File: src/rtl/syn_fifo_pkg.sv
// rtl/syn_fifo_pkg.sv - default constants and read-mode type for the synchronous FIFO
package syn_fifo_pkg;

  localparam int DEF_DATA_WIDTH = 8;
  localparam int DEF_DEPTH      = 16;
  localparam int DEF_AE_LEVEL   = 2;

  typedef enum logic {
    RD_REG  = 1'b0,
    RD_FWFT = 1'b1
  } rd_mode_e;

  function automatic bit is_pow2(input int n);
    return (n > 0) && ((n & (n - 1)) == 0);
  endfunction

endpackage

File: src/rtl/syn_fifo_mem.sv
// rtl/syn_fifo_mem.sv - FIFO storage array, one write port and one asynchronous read port
module syn_fifo_mem
  import syn_fifo_pkg::*;
#(
  parameter int DATA_WIDTH = DEF_DATA_WIDTH,
  parameter int DEPTH      = DEF_DEPTH,
  parameter int AW         = $clog2(DEPTH)
) (
  input  logic                  clk,
  input  logic                  we,
  input  logic [AW-1:0]         waddr,
  input  logic [DATA_WIDTH-1:0] wdata,
  input  logic [AW-1:0]         raddr,
  output logic [DATA_WIDTH-1:0] rdata
);

  logic [DATA_WIDTH-1:0] mem [DEPTH];

  always_ff @(posedge clk) begin
    if (we) mem[waddr] <= wdata;
  end

  assign rdata = mem[raddr];

endmodule

File: src/rtl/syn_fifo_flags.sv
// rtl/syn_fifo_flags.sv - synchronous FIFO pointers, status flags, sticky errors and read port
module syn_fifo_flags
  import syn_fifo_pkg::*;
#(
  parameter int DATA_WIDTH = DEF_DATA_WIDTH,
  parameter int DEPTH      = DEF_DEPTH,
  parameter int FWFT       = 0,
  parameter int AF_LEVEL   = DEPTH - 2,
  parameter int AE_LEVEL   = DEF_AE_LEVEL
) (
  input  logic                    clk,
  input  logic                    rst_n,
  input  logic                    flush,
  input  logic                    clr_err,
  input  logic                    w_en,
  input  logic [DATA_WIDTH-1:0]   data_in,
  input  logic                    r_en,
  output logic [DATA_WIDTH-1:0]   data_out,
  output logic                    full,
  output logic                    empty,
  output logic                    almost_full,
  output logic                    almost_empty,
  output logic [$clog2(DEPTH):0]  count,
  output logic                    overflow,
  output logic                    underflow
);

  localparam int AW = $clog2(DEPTH);
  localparam int PW = AW + 1;
  localparam rd_mode_e RD_MODE = (FWFT != 0) ? RD_FWFT : RD_REG;

  if (!is_pow2(DEPTH) || DEPTH < 4) begin : g_bad_depth
    $error("syn_fifo_flags: DEPTH must be a power of two >= 4");
  end
  if (DATA_WIDTH < 1) begin : g_bad_width
    $error("syn_fifo_flags: DATA_WIDTH must be >= 1");
  end
  if (AF_LEVEL < 1 || AF_LEVEL > DEPTH - 1) begin : g_bad_af
    $error("syn_fifo_flags: AF_LEVEL out of range 1..DEPTH-1");
  end
  if (AE_LEVEL < 1 || AE_LEVEL > DEPTH - 1) begin : g_bad_ae
    $error("syn_fifo_flags: AE_LEVEL out of range 1..DEPTH-1");
  end

  logic [PW-1:0]         w_ptr, r_ptr;
  logic                  wr_acc, rd_acc;
  logic [DATA_WIDTH-1:0] head;

  // Pointer MSB is the wrap bit: equal indices mean empty or full depending on it.
  assign empty        = (w_ptr == r_ptr);
  assign full         = (w_ptr[AW-1:0] == r_ptr[AW-1:0]) && (w_ptr[AW] != r_ptr[AW]);
  assign count        = w_ptr - r_ptr;
  assign almost_full  = (count >= PW'(AF_LEVEL));
  assign almost_empty = (count <= PW'(AE_LEVEL));

  assign wr_acc = w_en && !full && !flush;
  assign rd_acc = r_en && !empty && !flush;

  always_ff @(posedge clk or negedge rst_n) begin
    if (!rst_n) begin
      w_ptr     <= '0;
      r_ptr     <= '0;
      overflow  <= 1'b0;
      underflow <= 1'b0;
    end else if (flush) begin
      w_ptr     <= '0;
      r_ptr     <= '0;
      overflow  <= 1'b0;
      underflow <= 1'b0;
    end else begin
      if (wr_acc) w_ptr <= w_ptr + PW'(1);
      if (rd_acc) r_ptr <= r_ptr + PW'(1);
      overflow  <= (overflow  && !clr_err) || (w_en && full);
      underflow <= (underflow && !clr_err) || (r_en && empty);
    end
  end

  syn_fifo_mem #(
    .DATA_WIDTH (DATA_WIDTH),
    .DEPTH      (DEPTH),
    .AW         (AW)
  ) u_mem (
    .clk   (clk),
    .we    (wr_acc),
    .waddr (w_ptr[AW-1:0]),
    .wdata (data_in),
    .raddr (r_ptr[AW-1:0]),
    .rdata (head)
  );

  if (RD_MODE == RD_REG) begin : g_rd_reg
    logic [DATA_WIDTH-1:0] dout_q;
    always_ff @(posedge clk or negedge rst_n) begin
      if (!rst_n)      dout_q <= '0;
      else if (rd_acc) dout_q <= head;
    end
    assign data_out = dout_q;
  end else begin : g_rd_fwft
    // Shadow of the last visible head so the output holds steady once empty.
    logic [DATA_WIDTH-1:0] dout_q;
    always_ff @(posedge clk or negedge rst_n) begin
      if (!rst_n)      dout_q <= '0;
      else if (!empty) dout_q <= head;
    end
    assign data_out = empty ? dout_q : head;
  end

endmodule

File: config.mk
export PLATFORM = sky130hd
export DESIGN_NAME = syn_fifo_flags
export DESIGN_NICKNAME = d
export VERILOG_FILES = /design/src/rtl/syn_fifo_pkg.sv /design/src/rtl/syn_fifo_mem.sv /design/src/rtl/syn_fifo_flags.sv
export SDC_FILE = /design/constraint.sdc
export NUM_CORES = 1
export LEC_CHECK = 0
export ABC_AREA = 1
export CORE_ASPECT_RATIO = 1.5
export CORE_MARGIN = 2
export CORE_UTILIZATION = 50
export DETAILED_ROUTE_END_ITERATION = 16
export HOLD_SLACK_MARGIN = 0.1
export PLACE_DENSITY = 0.69
export SYNTH_ARGS = -nofsm -noshare
export SYNTH_HDL_FRONTEND = slang
export SYNTH_HIERARCHICAL = 1
export SYNTH_SLANG_ARGS = --single-unit
export TNS_END_PERCENT = 50
File: constraint.sdc
create_clock -name clk -period 3.71 [get_ports clk]
set_input_delay 0.371 -clock clk [delete_from_list [all_inputs] [get_ports clk]]
set_output_delay 0.371 -clock clk [all_outputs]
set_load 0.01 [all_outputs]
==> results, run 1 <==
- At the worst endpoint, the required time is around 3800 ps.
- The worst ir drop on vdd is roughly 0.00027 V.
- The total clock buffers created by CTS is 17.
- The width of the die is 99.86 um.
- The actual transition at the worst max-transition pin is about 1000 ps.
- Setup violations remaining at the end of the flow were counted as 0.
- The run finished with clean final reports.
- The hold violation total from the final report is 0.
- The pre-CTS worst setup slack is 675.3 ps.
- Summed over all nets, the switching power comes to between 1 and 1.5 mW.
- The core footprint is between 10000 and 15000 um2.
- The clock passes through at most 2 buffers.
- The power density normalized to cell area is between 500 and 600 nW/um2.
- The synthesized design contains ~150 register bits.
- The count of nets left with antenna violations once routing finished came out at 0.
- The clock reaches the later pin of the worst-skew pair after around 400 ps.
- The synthesized design spends more area on one cell type than any other, namely sky130_fd_sc_hd__edfxtp_1.
- The clock sink count is 148.
- Using the TritonRoute via totals, the vias-per-cell ratio works out to about 5.5.
- The number of global-route vias before repair is 4903.
- The total of max-cap violations is 0.
- The number of hold-repair buffers added at the cts stage is 0.
- The number of levels in the clock H-tree is 4.
- The number of slew-limit violations in the final report was 0.
- Measured against its own limit, the worst slew margin works out to a little under a third.
- Post-CTS repair changed the size of 0 cells.
- The CTS root buffer is sky130_fd_sc_hd__clkbuf_16.
- The number of detailed-routing iterations run before antenna repair is 6.
- The first global-routing pass estimated 24.87 mm of wire.
- Entering global routing, the biggest net connects between 70 and 80 pins.
- The net switching fraction of the power is roughly 27%.
- The initial antenna violation count is 0.
- The leakage component of the power is roughly 3.4 nW.
- The post-route minimum period is 3103 ps.
- Wires add up to ~16 mm.
- After the first detailed-routing iteration, the DRC count stood at approximately 470.
- Of the total power, registers draw 41.5%.
- The top-area cell type share of the netlist area is 55.77%.
- The count of buffers added on input and output ports is 32.
- In this run the core area contains 52 standard-cell rows.
- The design internal power is ~3.3 mW.
- The type of the setup path with the least slack is flip-flop to flip-flop.
- The placed wire-length estimate after detailed placement is 10.32 mm.
- After global routing the overflow that remains totals 0.
- The net count after synthesis is ~730.
- The setup fix buffers added after clock tree synthesis is 0.
- Data on the critical path arrives at its endpoint at 3140 ps.
- Once the floorplan was initialized, standard cells occupied roughly 51% of the core.
- The tightest min-delay check is of the input port to asynchronous set/reset pin type.
- The setup skew after layout is ~8.9 ps.
- The share of total power in combinational logic is between 20% and 30%.
- The design draws around 4.6 mW.
- The clock share of power is 37.5%.
- Measured in cells, the most critical reg-to-reg path has a length of 9.
- Setup repair after global routing left no endpoint under its margin.
- The final layout net count is between 700 and 800.
- The number of top-level pins is 33.
- The worst path uses ~84% of the clock period.
- The synthesis-to-finish area growth is 13.73%.
- Global routing used between 20% and 30% of the available tracks.
- The upper clock frequency limit is ~320 MHz.
- 0 antenna diodes ended up in the layout.
- The clock tree from TritonCTS is done.
- The area enclosed by the die boundary is 14760 um2.
- Along the worst path, the maximum fanout reaches 14.
- In the post-synthesis netlist, the biggest area contributors are sky130_fd_sc_hd__edfxtp_1, sky130_fd_sc_hd__nand2_1, sky130_fd_sc_hd__nand3_1, sky130_fd_sc_hd__dfrtp_1, sky130_fd_sc_hd__inv_1.
- The sum of negative setup slack is 0 ps.
- In the final routed layout, each cell accounts on average for around 18 um.
- The startpoint type of the worst setup path is a flip-flop.
- The mean instance size in the synthesized netlist is roughly 9.7 um2.
- Synthesis handed over a netlist of about 700 instances.
- The weighted congestion at the end of routability-driven global placement is 0.8999.
- Cells with a size suffix above 1 make up under 10% of the layout.
- The total standard cell area after synthesis is between 6000 and 7000 um2.
- The final route contains 4998 vias.
- The vertical die dimension is 147.8 um.
- The clock slew at the register clock pins of the worst setup and hold paths is 60 ps.
- Yosys printed 6 warnings.
- The nature of the critical path endpoint is a flip-flop.
- The number of DRC violations after detailed routing is 0.
- The netlist uses 24 different library cells.
- Across all setup checks in the final design, the least slack found is between 600 and 700 ps.
- Summing the sequential cell areas from Yosys gives 63.04% of the chip area.
[critical path, cell delays in order, from the launching register on]
cell and delay (ps):
sky130_fd_sc_hd__dfrtp_1 610, sky130_fd_sc_hd__inv_1 120, sky130_fd_sc_hd__ha_1 350, sky130_fd_sc_hd__nand2_1 130, sky130_fd_sc_hd__nor2_4 60, sky130_fd_sc_hd__nand2_4 90, sky130_fd_sc_hd__nand2_4 70, sky130_fd_sc_hd__nor2_1 410
sky130_fd_sc_hd__nand3b_1 270, sky130_fd_sc_hd__nor2_1 600
[power groups by stage]
stage | registers (mW) | logic [mW] | clock network [mW]
after global placement | 1.94 | 0.935 | 0
after floorplan | 1.96 | 0.607 | 0
after global routing | 1.91 | 1.06 | 1.82
after CTS | 1.91 | 0.958 | 1.75
after detailed placement | 1.94 | 0.949 | 0
final | 1.91 | 0.966 | 1.72
[placed cells by master, fill, tap and decap left out, drive strengths merged, types with 6 or more instances in the layout]
cell type / instances
dfrtp: 20
clkdlybuf4s50: 32
clkbuf: 19
nand4: 17
inv: 119
edfxtp: 128
ha: 6
nand2: 239
nand3: 118
nor2: 26
[layer usage]
layer | up-vias | wire length, um | track usage (%)
li1 | 2362 | - | -
met1 | 2358 | 6240 | 26.45
met2 | 236 | 8095 | 38.68
met3 | 42 | 1028 | 4.350
met4 | 0 | 664 | 11.99
met5 | - | 0 | 0
[cell families after synthesis]
logic type,Yosys count,share of synthesized area (%)
and+or+nand+nor,402,25.45
buffers and inverters,149,9.404
DFF,148,63.04
adders and majority gates,7,1.380
AOI/OAI and AO/OA,4,0.3449
xor gates and xnor gates,3,0.3813
[layout make-up]
| cell class | count | area (um2) |
|---|---|---|
| well taps | 162 | 202.7 |
| repair buffers | 36 | 350.3 |
| flip-flops and latches | 148 | 4345 |
| inverters | 119 | 446.7 |
| clock buffers | 19 | 432.9 |
| fillers | 1120 | 5630 |
| clock inverters | 10 | 160.2 |
| multi-input cells | 416 | 1899 |
[through the flow]
| step | utilization (%) | cell area [um2] | hold slack [ps] | std cells |
|---|---|---|---|---|
| after floorplan | - | 6892 | 75.41 | 713 |
| after global placement | 53.79 | 7244 | 456.9 | 881 |
| after detailed placement | 53.79 | 7244 | 462.0 | 881 |
| after CTS | 58.19 | 7838 | 477.1 | 910 |
| after global routing | 58.19 | 7838 | 508.5 | 910 |
| final | 58.19 | 7838 | 471.1 | 910 |
[cells in the mapped netlist]
cell / instances
sky130_fd_sc_hd__xor2_1: 2
sky130_fd_sc_hd__buf_4: 4
sky130_fd_sc_hd__ha_1: 6
sky130_fd_sc_hd__buf_6: 7
sky130_fd_sc_hd__inv_1: 113
sky130_fd_sc_hd__buf_2: 17
sky130_fd_sc_hd__nand3b_1: 2
sky130_fd_sc_hd__a21oi_2: 1
sky130_fd_sc_hd__fa_1: 1
sky130_fd_sc_hd__nand2_2: 2
sky130_fd_sc_hd__inv_2: 6
sky130_fd_sc_hd__nand3_2: 1
sky130_fd_sc_hd__xnor2_1: 1
sky130_fd_sc_hd__nand2_4: 4
sky130_fd_sc_hd__nor2_4: 1
sky130_fd_sc_hd__edfxtp_1: 128
sky130_fd_sc_hd__dfrtp_1: 20
sky130_fd_sc_hd__a21oi_1: 3
sky130_fd_sc_hd__nand2_1: 233
sky130_fd_sc_hd__nand3_1: 117
sky130_fd_sc_hd__nor2_1: 25
sky130_fd_sc_hd__clkbuf_1: 1
sky130_fd_sc_hd__nand4_1: 17
sky130_fd_sc_hd__buf_1: 1
[sequential cells by signal, indices dropped and copies added, names as in the netlist]
register   count
data_out       8
overflow       1
r_ptr          5
u_mem/mem    128
underflow      1
w_ptr          5
[path summary, 6_finish.rpt]
| path | from | to | slack (ps) |
|---|---|---|---|
| min in group clk | data_out[7] | data_out[7] | 470 |
| worst max register to register | r_ptr[3] | u_mem/mem[6][4] | 610 |
| worst min register to register | data_out[7] | data_out[7] | 470 |
| max in group asynchronous | rst_n | r_ptr[0] | 2620 |
| worst min-delay path | rst_n | r_ptr[0] | 470 |
| worst max-delay path | r_ptr[3] | u_mem/mem[6][4] | 610 |
Power figures use the tool's default switching activity.
==> inputs of run 2 (changes only) <==
--- a/config.mk
+++ b/config.mk
@@ -11,7 +11,7 @@
 export CORE_UTILIZATION = 50
 export DETAILED_ROUTE_END_ITERATION = 16
 export HOLD_SLACK_MARGIN = 0.1
-export PLACE_DENSITY = 0.69
+export PLACE_DENSITY = 0.72
 export SYNTH_ARGS = -nofsm -noshare
 export SYNTH_HDL_FRONTEND = slang
 export SYNTH_HIERARCHICAL = 1
==> constraint.sdc (replaced) <==
create_clock -name clk -period 2.6 [get_ports clk]
set_input_delay 0.26 -clock clk [delete_from_list [all_inputs] [get_ports clk]]
set_output_delay 0.26 -clock clk [all_outputs]
set_load 0.01 [all_outputs]
==> run 2 against run 1 <==
Die area stayed put; combinational power is 43% higher; final cell count is 3.0% higher; critical path type is now flip-flop to primary output.
==> results, run 2 (same netlist as run 1, synthesis figures left out) <==
- For the finished layout, the period the worst path requires is roughly 2500 ps.
- The worst reg-to-reg setup slack is 220 ps (was 610 ps).
- The total number of vias was 4956 (was 4998).
- The worst hold margin came to 351.6 ps (was 471.1 ps).
- The core footprint came to 13470 um2 (unchanged).
- The clock sink count came to 148 (unchanged).
- The number of slew-limit violations in the final report is 0 (unchanged).
- The clock tree from TritonCTS is done (unchanged).
- The CTS root buffer is sky130_fd_sc_hd__clkbuf_16 (unchanged).
- The number of buffers inserted by port buffering came to 32 (unchanged).
- The largest register by flop count was u_mem/mem (unchanged).
- The number of detailed-routing iterations run before antenna repair is 5 (was 6).
- The nature of the critical path endpoint is a primary output (was flip-flop).
- The worst ir drop on vdd is 0.0005264 V (was 0.0002705 V).
- The number of levels in the clock H-tree is 4 (unchanged).
- The leakage component of the power is 3.620 nW (was 3.442 nW).
- The remaining global-route overflow is 0 (unchanged).
- The initial antenna violation count came to 0 (unchanged).
- The maximum number of pins on one net before global-route repair came to 70 (was 71).
- The critical path data required time is 2340 ps (was 3750 ps).
- The share of the clock period used by the worst path is ~96%.
- The final routed wire length divided by cell count is 16.30 um (was 17.61 um).
- For this run, the top clock speed supported by timing is 399.4 MHz.
- The synthesis-to-finish area growth was 17.23% (was 13.73%).
- The fraction of final layout cells with drive strength greater than 1 is 10.84% (was 6.150%).
- The number of buffers between clock root and the deepest sink is 2 (unchanged).
- The detailed-route wire length is 15.27 mm (was 16.03 mm).
- The number of DRC markers after the initial detailed-route iteration is 342 (was 473).
- The number of hold-repair buffers added at the cts stage came to 0 (unchanged).
- The actual transition at the worst max-transition pin is 909.5 ps (was 1028 ps).
- The clock slew at the register clock pins of the worst setup and hold paths is 60 ps (about the same).
- The total clock buffers created by CTS is 17 (unchanged).
- The hold violation total from the final report is 0 (unchanged).
- The area enclosed by the die boundary is 14760 um2 (unchanged).
- Cells traversed along the worst timing path: inv_1, ha_1, nand2_1, nor2_4, nand2_4, inv_2, clkdlybuf4s50_1 (was inv_1, ha_1, nand2_1, nor2_4, nand2_4, nand2_4, nor2_1, nand3b_1, nor2_1).
- The final layout net count was 783 (was 759).
- The post-detailed-route via-to-cell ratio came to 5.289 (was 5.492).
- The clock insertion delay at the later pin of the skew report is 420 ps (was 410 ps).
- Result of the run: finished, final reports clean (unchanged).
- The number of placement rows is 52 (unchanged).
- The placed wire-length estimate after detailed placement is 10.05 mm (was 10.32 mm).
- The family of cells with the greatest summed delay on the critical path was buffers and inverters (was simple AND/OR/NAND/NOR gates).
- The total of max-cap violations is 0 (unchanged).
- The number of top-level pins is 33 (unchanged).
- Most frequent cells in the layout: sky130_fd_sc_hd__nand2_1, sky130_fd_sc_hd__edfxtp_1, sky130_fd_sc_hd__nand3_1, sky130_fd_sc_hd__inv_1 (was sky130_fd_sc_hd__nand2_1, sky130_fd_sc_hd__edfxtp_1, sky130_fd_sc_hd__nand3_1, sky130_fd_sc_hd__inv_1, sky130_fd_sc_hd__clkdlybuf4s50_1).
- The most common library cell in the layout ignoring fill and taps was sky130_fd_sc_hd__nand2_1 (unchanged).
- The number of global-route vias before repair is 4939 (was 4903).
- The cell with the largest stage delay on the worst path is sky130_fd_sc_hd__clkdlybuf4s50_1 (was sky130_fd_sc_hd__dfrtp_1).
- The final count of negative-setup-slack endpoints is 0 (unchanged).
- The vertical die dimension is 147.8 um (unchanged).
- The class of the tightest hold or removal check is input port to asynchronous set/reset pin (unchanged).
- The maximum fanout count along the critical path is 13 (was 14).
- The power density normalized to cell area is 827.1 nW/um2 (was 586.3 nW/um2).
- The number of DRC violations after detailed routing is 0 (unchanged).
- The type of the setup path with the least slack is flip-flop to primary output (was flip-flop to flip-flop).
- The weighted congestion at the end of routability-driven global placement was 0.9392 (was 0.8999).
- The first-pass GRT wire length came to 24.85 mm (was 24.87 mm).
- The width of the die is 99.86 um (unchanged).
- The setup skew after layout is 12.07 ps (was 8.904 ps).
- The arrival time of data at the critical path endpoint came to 2240 ps (was 3140 ps).
- The share of the core filled with cells in the final layout was 59.99% (was 58.19%).
- The relative slew slack is 39.18% (was 31.37%).
- The worst path buffer plus inverter count is 3 (was 1).
- The number of filler instances in the final layout was 1083 (was 1120).
- The largest incremental delay on the critical path came to 530 ps (was 610 ps).
- The post-route antenna net violation count is 0 (unchanged).
- The antenna diode count is 0 (unchanged).
- The number of flip-flops under the largest register name is 128 (unchanged).
- The total global-route track usage is 22.08% (was 22.51%).
- The startpoint type of the worst setup path is a flip-flop (unchanged).
- The effective utilization at floorplan is 51.17% (unchanged).
run 2: area by class of cell:
cell class / instances / area (um2) / area share, %
Inverter: 119 / 446.7 / 5.529
Multi-Input combinational cell: 416 / 1927 / 23.85
Tap cell: 162 / 202.7 / 2.509
Clock buffer: 17 / 425.4 / 5.266
Clock inverter: 15 / 203.9 / 2.524
Sequential cell: 148 / 4348 / 53.82
Timing Repair Buffer: 60 / 525.5 / 6.505
run 2: per-stage QoR:
stage / setup WS (ps) / instance area (um2) / power (mW) / TNS, ps / instances
5_1_grt: -7.295 / 8079 / 6.960 / -10.13 / 937
2_1_floorplan: 257.4 / 6892 / 3.663 / 0 / 713
6_report: 96.43 / 8079 / 6.682 / 0 / 937
3_3_place_gp: 251.9 / 7417 / 4.081 / 0 / 904
4_1_cts: 28.85 / 8061 / 6.691 / 0 / 937
3_5_place_dp: 181.9 / 7417 / 4.132 / 0 / 904
run 2: timing repair:
action / in CTS / in global routing
resized for setup: 6 / 9
setup endpoints to repair: 4 / 7
pin swaps: 0 / 1
setup buffers: 1 / 0
run 2: worst paths after layout:
| kind | startpoint | end | cells after the start |
|---|---|---|---|
| setup / recovery | r_ptr[3] | empty | 7 |
| hold / removal | rst_n | w_ptr[2] | 1 |
| setup reg to reg | w_ptr[1] | u_mem/mem[14][3] | 9 |
| hold reg to reg | data_out[1] | data_out[1] | 2 |
| max in group asynchronous | rst_n | r_ptr[0] | 1 |
| min in group clk | data_out[1] | data_out[1] | 2 |
run 2: where the power goes:
part / internal (mW) / switching (mW) / leakage, nW
Sequential: 2.67 / 0.0441 / 1.41
Combinational: 0.511 / 0.873 / 1.91
Clock: 1.61 / 0.971 / 0.300
Total: 4.79 / 1.89 / 3.62
run 2: metal layers:
metal	vias to the layer above	track usage, %	routed length, um
li1	2407	-	-
met3	28	5.106	824
met2	201	39.76	8120
met5	-	0	0
met4	0	8.767	390
met1	2320	25.09	5935
==> inputs of run 3 (changes only) <==
--- a/config.mk
+++ b/config.mk
@@ -9,6 +9,7 @@
 export CORE_ASPECT_RATIO = 1.5
 export CORE_MARGIN = 2
 export CORE_UTILIZATION = 50
+export CTS_BUF_LIST = sky130_fd_sc_hd__clkbuf_4
 export DETAILED_ROUTE_END_ITERATION = 16
 export HOLD_SLACK_MARGIN = 0.1
 export PLACE_DENSITY = 0.72
==> run 3 against run 2 <==
Non-clock buffer count grew 6; largest cell class unchanged; via count grew 0.81%; final cell count grew 0.75%; clock power shrank 38%; sequential power is essentially flat; flip-flop and latch count is the same; design area shrank 2.3%; power shrank 14%; highest routed layer unchanged; first-iteration DRC count shrank 11%; hold slack lost 110 ps; critical endpoint is now almost_empty; routed wire length grew 0.65%.
==> results, run 3 (same netlist as run 1, synthesis figures left out) <==
- Result of the run: finished, final reports clean (unchanged).
- The upper clock frequency limit was 396.8 MHz (was 399.4 MHz).
- The beginning of the worst register-to-register path is r_ptr[3] (was w_ptr[1]).
- The final count of negative-setup-slack endpoints is 0 (unchanged).
- The design internal power is 3.984 mW (was 4.795 mW).
- The most common library cell in the layout ignoring fill and taps is sky130_fd_sc_hd__nand2_1 (unchanged).
- The met2 usage in global routing is 38.72% (was 39.76%).
- The vertical die dimension is 147.8 um (unchanged).
- The cell with the largest stage delay on the worst path is sky130_fd_sc_hd__dfrtp_2 (was sky130_fd_sc_hd__clkdlybuf4s50_1).
- The setup skew after layout is 19.16 ps (was 12.07 ps).
- The post-detailed-route via-to-cell ratio is 5.292 (was 5.289).
- The total power is 5.748 mW (was 6.682 mW).
- The largest register by flop count is u_mem/mem (unchanged).
- The power density normalized to cell area is 728.3 nW/um2 (was 827.1 nW/um2).
- The worst hold margin is 240.3 ps (was 351.6 ps).
- The number of buffers inserted by port buffering came to 32 (unchanged).
- The startpoint type of the worst setup path is a flip-flop (unchanged).
- The core footprint is 13470 um2 (unchanged).
- The critical path data required time is 2340 ps (about the same).
- The clock insertion delay at the later pin of the skew report was 520 ps (was 420 ps).
- The type of the setup path with the least slack is flip-flop to primary output (unchanged).
- The number of top-level pins is 33 (unchanged).
- The share of the clock period used by the worst path is 96.92% (was 96.29%).
- The fraction of met3 tracks used by global routing is 4.113% (was 5.106%).
- The end of the worst register-to-register path is u_mem/mem[14][1] (was u_mem/mem[14][3]).
- The number of DRC violations after detailed routing is 0 (unchanged).
- The total clock buffers created by CTS is 17 (unchanged).
- The number of buffers between clock root and the deepest sink is 2 (unchanged).
- The clock sink count is 148 (unchanged).
- The detailed-route wire length is 15.37 mm (was 15.27 mm).
- The number of detailed-routing iterations run before antenna repair is 7 (was 5).
- The largest incremental delay on the critical path is 490 ps (was 530 ps).
- The effective utilization at floorplan is 51.17% (unchanged).
- The placed wire-length estimate after detailed placement is 10.05 mm (unchanged).
- The actual transition at the worst max-transition pin was 918.5 ps (was 909.5 ps).
- The synthesis-to-finish area growth came to 14.52% (was 17.23%).
- The count of cell instances traversed by the critical path was 7 (unchanged).
- The worst ir drop on vdd was 0.0003821 V (was 0.0005264 V).
- The number of global-route vias before repair is 4918 (was 4939).
- The total of max-cap violations is 0 (unchanged).
- The clock slew at the register clock pins of the worst setup and hold paths is 130 ps (was 60 ps).
- The sum of negative setup slack is 0 ps (unchanged).
- The weighted congestion at the end of routability-driven global placement is 0.9392 (unchanged).
- The family of cells with the greatest summed delay on the critical path is flip-flops (was buffers and inverters).
- The hold violation total from the final report is 0 (unchanged).
- The relative slew slack is 38.58% (was 39.18%).
- The layer with the highest usage is met2 (unchanged).
- The clock share of power is 27.8% (was 38.7%).
- The nature of the critical path endpoint is a primary output (unchanged).
- The final routed wire length divided by cell count was 16.28 um (was 16.30 um).
- The area enclosed by the die boundary is 14760 um2 (unchanged).
- The clock tree from TritonCTS is done (unchanged).
- The worst reg-to-reg setup slack is 300 ps (was 220 ps).
- The total net switching power is 1.764 mW (was 1.888 mW).
- The share of total power in combinational logic is 25.1% (was 20.7%).
- The first-pass GRT wire length came to 24.58 mm (was 24.85 mm).
- The worst reg2reg path depth was 10 (was 9).
- The post-route minimum period was 2520 ps (was 2504 ps).
- The fraction of final layout cells with drive strength greater than 1 came to 12.29% (was 10.84%).
- The share of the core filled with cells in the final layout is 58.60% (was 59.99%).
- The number of DRC markers after the initial detailed-route iteration is 305 (was 342).
- The total global-route track usage is 21.81% (was 22.08%).
- Most frequent cells in the layout: sky130_fd_sc_hd__nand2_1, sky130_fd_sc_hd__edfxtp_1, sky130_fd_sc_hd__nand3_1, sky130_fd_sc_hd__inv_1, sky130_fd_sc_hd__buf_4 (was sky130_fd_sc_hd__nand2_1, sky130_fd_sc_hd__edfxtp_1, sky130_fd_sc_hd__nand3_1, sky130_fd_sc_hd__inv_1).
- The number of flip-flops under the largest register name is 128 (unchanged).
- The arrival time of data at the critical path endpoint is 2260 ps (was 2240 ps).
- The total number of vias is 4996 (was 4956).
- The CTS root buffer is sky130_fd_sc_hd__clkbuf_4 (was sky130_fd_sc_hd__clkbuf_16).
- The leakage component of the power was 3.528 nW (was 3.620 nW).
- The class of the tightest hold or removal check is input port to asynchronous set/reset pin (unchanged).
- The remaining global-route overflow is 0 (unchanged).
- The part of the power in registers is 47.2% (was 40.6%).
- The net switching fraction of the power is 30.69% (was 28.25%).
- The met1 track demand over resource in global routing came to 25.54% (was 25.09%).
- Cells traversed along the worst timing path: buf_12, fa_2, buf_6, xnor2_4, nand3_2, nor2_1, buf_2 (was inv_1, ha_1, nand2_1, nor2_4, nand2_4, inv_2, clkdlybuf4s50_1).
- The final layout net count was 789 (was 783).
- The number of levels in the clock H-tree is 4 (unchanged).
- The initial antenna violation count is 1 (was 0).
- The worst path buffer plus inverter count is 3 (unchanged).
- The width of the die is 99.86 um (unchanged).
- The number of placement rows came to 52 (unchanged).
- The maximum fanout count along the critical path is 6 (was 13).
- The post-route antenna net violation count is 0 (unchanged).
- The number of slew-limit violations in the final report is 0 (unchanged).
- Setup repair after global routing could not meet its margin everywhere.
- The maximum number of pins on one net before global-route repair came to 70 (unchanged).
[run 3: through the flow]
step | worst slack, ps | area [um2] | cells
3_5_place_dp | 181.9 | 7417 | 904
2_1_floorplan | 257.4 | 6892 | 713
6_report | 80.09 | 7893 | 944
5_1_grt | -14.31 | 7893 | 944
4_1_cts | -57.08 | 7794 | 938
3_3_place_gp | 251.9 | 7417 | 904
[run 3: final cells by class]
class                      count  area, um2
clock buffer                  17      127.6
inverter                     119      446.7
sequential                   148       4348
multi-input combinational    416       1981
tap                          162      202.7
clock inverter                15      203.9
antenna                        1      2.502
fill                        1123       5575
timing repair buffer          66      580.6
[run 3: worst reg2reg max path: stages, from the launching register on]
cell                      delay [ps]
sky130_fd_sc_hd__dfrtp_1         400
sky130_fd_sc_hd__inv_1           140
sky130_fd_sc_hd__ha_4            240
sky130_fd_sc_hd__nand2_1         110
sky130_fd_sc_hd__nor2_4           60
sky130_fd_sc_hd__nand2_4         100
sky130_fd_sc_hd__nand2_4          80
sky130_fd_sc_hd__nor2_1          300
sky130_fd_sc_hd__nand3_1         210
sky130_fd_sc_hd__nor2_1          200
sky130_fd_sc_hd__buf_4           190
[run 3: layer usage]
layer | vias up | share of wire (%)
met5 | - | 0
met4 | 0 | 3.5
met3 | 43 | 4.8
met2 | 174 | 53
met1 | 2356 | 39
li1 | 2423 | -
[run 3: worst max path at each step]
stage | start | end | slack, ps
final | w_ptr[1] | almost_empty | 80
after global routing | w_ptr[0] | almost_empty | -10
after CTS | r_ptr[3] | empty | -60
after detailed placement | w_ptr[0] | almost_empty | 180
after global placement | w_ptr[0] | almost_empty | 250
after floorplan | r_ptr[2] | u_mem/mem[12][0] | 260
[run 3: power by group through the flow]
| stage | Clock, mW | Combinational (mW) | Sequential [mW] |
|---|---|---|---|
| floorplan | 0 | 0.866 | 2.80 |
| global placement | 0 | 1.32 | 2.76 |
| detailed placement | 0 | 1.37 | 2.77 |
| CTS | 1.64 | 1.37 | 2.71 |
| global route | 1.73 | 1.59 | 2.72 |
| finish | 1.60 | 1.44 | 2.71 |
[run 3: repair_timing]
action	in CTS	in global routing
hold buffers	0	0
endpoints found under the setup margin	8	7
buffers inserted	2	5
pin swaps	2	4
resized for setup	17	13
==> variant 1, RTL diff (flow settings as in run 3) <==
Change the parameter `FWFT` from 0 to 1.
--- a/src/rtl/syn_fifo_flags.sv
+++ b/src/rtl/syn_fifo_flags.sv
@@ -5,5 +5,5 @@
   parameter int DATA_WIDTH = DEF_DATA_WIDTH,
   parameter int DEPTH      = DEF_DEPTH,
-  parameter int FWFT       = 0,
+  parameter int FWFT       = 1,
   parameter int AF_LEVEL   = DEPTH - 2,
   parameter int AE_LEVEL   = DEF_AE_LEVEL
Formal check against the unedited RTL: not equivalent (Yosys sat finds a counterexample within 4 cycles, from zero or initial values and one cycle with rst_n low).
==> variant 1 against run 3 <==
Setup slack got worse by 0.029 ns. Total power decreased by 0.85%. Synthesized area about the same. Largest power group unchanged. Wire length increased by 16%. Final area increased by 3.7%. Sequential cell count unchanged. Count of clock-buffer cells in the layout increased by 2. Synthesized cell count increased by 0.14%. Critical path type unchanged. Cell count increased by 2.0%. Via count increased by 5.4%. First-iteration DRC count increased by 66%. Critical endpoint is now data_out[0].
==> variant 1: results (changes against run 3) <==
| Metric | Value |
|---|---|
| Status | completed |
| R2r endpoint | u_mem/mem[6][0] |
| Top cell type's share of synthesized area | 55.8% (about the same) |
| Clk_skew | 0.0263 ns (+0.00718 ns) |
| Net Sw Power | 1.76 mW (-0.19%) |
| Largest net degree at the start of global routing | 33 (-53%) |
| Global-route wire length before repair | 27500 um (+12%) |
| WL/cell | 18.6 um (+14%) |
| Most common library cells after synthesis | 241 x nand2_1, 128 x edfxtp_1, 118 x nand3_1 |
| # hold bufs at CTS | 1 (+1) |
| Worst-Skew Late Latency | 0.56 ns (+0.04 ns) |
| R2R Setup Slk | 0.21 ns (-0.09 ns) |
| Area after DPL | 7520 sq um (+1.4%) |
| Drt total wl | 17900 um (+16%) |
| Gr usage total | 25.2% (+3.4 points) |
| Leading registers by flop count | u_mem/mem: 128 flops, g_rd_fwft.dout_q: 8 flops |
| CP max stage delay | 0.49 ns (about the same) |
| Cts repair resizes | 55 (+38) |
| Netlist cell types | 23 (-4.2%) |
| Kind of cell adding the most delay to the critical path | simple AND/OR/NAND/NOR gates |
| Maximum vdd drop | 0.471 mV (+23%) |
| Initial DRC count | 507 (+66%) |
| Type of the tightest min-delay check | input pin to flip-flop |
| Least-Margin Pin Slew | 0.696 ns (-0.222 ns) |
| Router iterations before antenna repair | 6 (-1) |
| Vias | 5264 (+5.4%) |
| Smallest hold slack | 0.367 ns (+0.127 ns) |
| Critical Path End | data_out[0] |
| Top cells by area, synth | edfxtp_1 56%, nand2_1 13%, nand3_1 8.6% |
| Leak | 3.72 nW (+5.4%) |
| Syn Inst Count | 714 (+0.14%) |
| Fill cells | 1058 (-5.8%) |
| Post-synthesis net count | 735 (+0.14%) |
| Synth Warn # | 6 (unchanged) |
| Crit path from | r_ptr[0] |
| Fraction of layout cells with a size suffix above 1 | 17.9% (+5.6 points) |
| NumNets Final | 808 (+2.4%) |
| GP Congestion | 0.913 (-2.8%) |
| Sequential-to-total area share from yosys stat | 63.1% (about the same) |
## variant 1: stage by stage
stage	utilization, %	worst slack (ns)	TNS (ns)
floorplan	-	0.217	0
global placement	55.8	0.230	0
detailed placement	55.8	0.194	0
CTS	59.7	-0.0737	-0.268
global route	60.8	-0.0483	-0.110
finish	60.8	0.0510	0
## variant 1: cell families (layout without fill, tap and decap cells)
family | Yosys count | in the layout | share of synthesized area [%]
xor gates and xnor gates | 2 | 2 | 0.254
DFF | 148 | 148 | 63.1
other | 0 | 1 | 0
and+or+nand+nor | 402 | 402 | 25.2
buffers and inverters | 150 | 236 | 9.67
adders and majority gates | 7 | 7 | 1.38
AOI/OAI and AO/OA | 5 | 5 | 0.363
## variant 1: final cells by class
type / count / area (sq um) / share of cell area, %
Antenna cell: 1 / 2.50 / 0.0306
Clock buffer: 19 / 143 / 1.74
Clock inverter: 13 / 160 / 1.96
Inverter: 122 / 472 / 5.76
Multi-Input combinational cell: 416 / 2050 / 25.1
Sequential cell: 148 / 4350 / 53.1
Tap cell: 162 / 203 / 2.48
Timing Repair Buffer: 82 / 807 / 9.86
## variant 1: power by group through the flow
stage / clock network, mW / logic, mW / registers, mW
after floorplan: 0 / 0.754 / 2.75
after global placement: 0 / 1.25 / 2.75
after detailed placement: 0 / 1.29 / 2.75
after CTS: 1.54 / 1.40 / 2.70
after global routing: 1.63 / 1.60 / 2.71
final: 1.52 / 1.48 / 2.70
## variant 1: per-layer routing
metal | part of all wire [%] | wire (um) | GRT usage (%)
met1 | 33 | 5980 | 26.7
met2 | 54 | 9660 | 46.0
met3 | 6.1 | 1100 | 5.01
met4 | 6.4 | 1150 | 14.1
met5 | 0 | 0 | 0
==> variant 2, RTL diff (flow settings as in run 3) <==
Without the edit above. Reset style: synchronous (`rst_n`), changed in 3 clocked blocks. Comments in the files are not updated.
--- a/src/rtl/syn_fifo_flags.sv
+++ b/src/rtl/syn_fifo_flags.sv
@@ -57,5 +57,5 @@
   assign rd_acc = r_en && !empty && !flush;
 
-  always_ff @(posedge clk or negedge rst_n) begin
+  always_ff @(posedge clk) begin
     if (!rst_n) begin
       w_ptr     <= '0;
@@ -91,5 +91,5 @@
   if (RD_MODE == RD_REG) begin : g_rd_reg
     logic [DATA_WIDTH-1:0] dout_q;
-    always_ff @(posedge clk or negedge rst_n) begin
+    always_ff @(posedge clk) begin
       if (!rst_n)      dout_q <= '0;
       else if (rd_acc) dout_q <= head;
@@ -99,5 +99,5 @@
     // Shadow of the last visible head so the output holds steady once empty.
     logic [DATA_WIDTH-1:0] dout_q;
-    always_ff @(posedge clk or negedge rst_n) begin
+    always_ff @(posedge clk) begin
       if (!rst_n)      dout_q <= '0;
       else if (!empty) dout_q <= head;
Behaviour: differs if rst_n is asserted again (counterexample within 4 cycles, from zero or initial values and one cycle with rst_n low); with rst_n held inactive, the same outputs for 10 cycles.
==> variant 2 against run 3 <==
Worst hold slack improved by 0.071 ns. Wire length decreased by 0.83%. Synthesized cell count decreased by 0.56%. Core utilization decreased by 1.5 points. Final area decreased by 3.0%. Critical path type unchanged. Sequential cell count unchanged. Setup slack improved by 0.039 ns. Synthesized area decreased by 0.87%. Via count decreased by 2.9%.
Power is not compared: it rests on default switching activity, and its combinational part moved more than twofold at a synthesized area within 25%.
==> variant 2: results (changes against run 3) <==
| Metric | Value |
|---|---|
| NonClk Buf Share | 6.75% (-0.61 points) |
| Router iterations before antenna repair | 5 (-2) |
| Final Cell Area | 7660 sq um (-3.0%) |
| Drt total wl | 15200 um (-0.83%) |
| CLK BUF | 18 (+1) |
| Fraction of area in registers | 55.6% (+0.48 points) |
| CP max stage delay | 0.53 ns (+0.04 ns) |
| Status | completed |
| Fraction of layout cells with a size suffix above 1 | 13.2% (+0.95 points) |
| DR vias/cell | 5.20 (-1.8%) |
| Clock-cell share | 3.27% (-0.93 points) |
| Critical R2R Launch | w_ptr[3] |
| Signal buffers | 57 (-14%) |
| Logic inverters | 123 (+3.4%) |
| Gr usage total | 21.8% (-0.038 points) |
| Detailed placement HPWL | 10100 um (+0.68%) |
| Top cells by area, synth | edfxtp_1 56%, nand2_1 11%, nand3_1 8.9% |
| Inst Count DP | 899 (-0.55%) |
| Netlist cell types | 25 (+4.2%) |
| Kind of cell adding the most delay to the critical path | buffers and inverters |
| Sequential-to-total area share from yosys stat | 62.1% (-0.91 points) |
| CP Max Fanout | 5 (-1) |
| Area after DPL | 7350 sq um (-0.91%) |
| Initial DRC count | 351 (+15%) |
| Worst slew margin relative to its limit | 49.4% (+11 points) |
## variant 2: cell types whose count changed after synthesis, sizes merged, moves of 4 or more
cell   change
nand4     -13
nand3      +4
dfrtp     -20
dfxtp     +20
nand2     -18
a21oi     +16
inv        +4
## variant 2: what timing repair did
| action | CTS | global route |
|---|---|---|
| resized for setup | 12 | 9 |
| endpoints found under the hold margin | 0 | 0 |
| buffers inserted | 0 | 1 |
| hold buffers | 0 | 0 |
| endpoints found under the setup margin | 7 | 7 |
| pin swaps | 0 | 4 |
## variant 2: power groups by stage
stage	logic, mW	registers, mW	clock network, mW
CTS	0.174	2.59	1.30
global route	0.193	2.59	1.39
floorplan	0.0804	2.65	0
detailed placement	0.174	2.65	0
finish	0.177	2.59	1.27
global placement	0.169	2.65	0
## variant 2: layer usage
layer / wire, um / track usage (%)
met5: 0 / 0
met4: 721 / 12.3
met3: 694 / 4.47
met2: 7940 / 37.8
met1: 5890 / 24.7
## variant 2: kinds of logic after synthesis
| group | share of synthesized area (%) |
|---|---|
| and+or+nand+nor | 24.0 |
| buffers and inverters | 9.67 |
| DFF | 62.1 |
| AOI/OAI and AO/OA | 2.27 |
| adders and majority gates | 1.39 |
| xor gates and xnor gates | 0.513 |
## variant 2: worst max path at each step
stage / start / to / slack (ns)
global route: w_ptr[0] / count[4] / -0.02
CTS: r_ptr[1] / empty / -0.005
detailed placement: w_ptr[0] / almost_empty / 0.31
global placement: w_ptr[0] / almost_empty / 0.36
floorplan: r_ptr[2] / u_mem/mem[12][0] / 0.43
finish: r_ptr[3] / full / 0.12
## variant 2: worst register-to-register path: stages (launching register included)
cell,delay (ns)
dfxtp_2,0.48
ha_4,0.26
nand2_1,0.10
nor2_4,0.06
nand2_2,0.13
nand2_2,0.12
inv_2,0.14
nand3b_1,0.14
nor2_1,0.19
buf_4,0.18
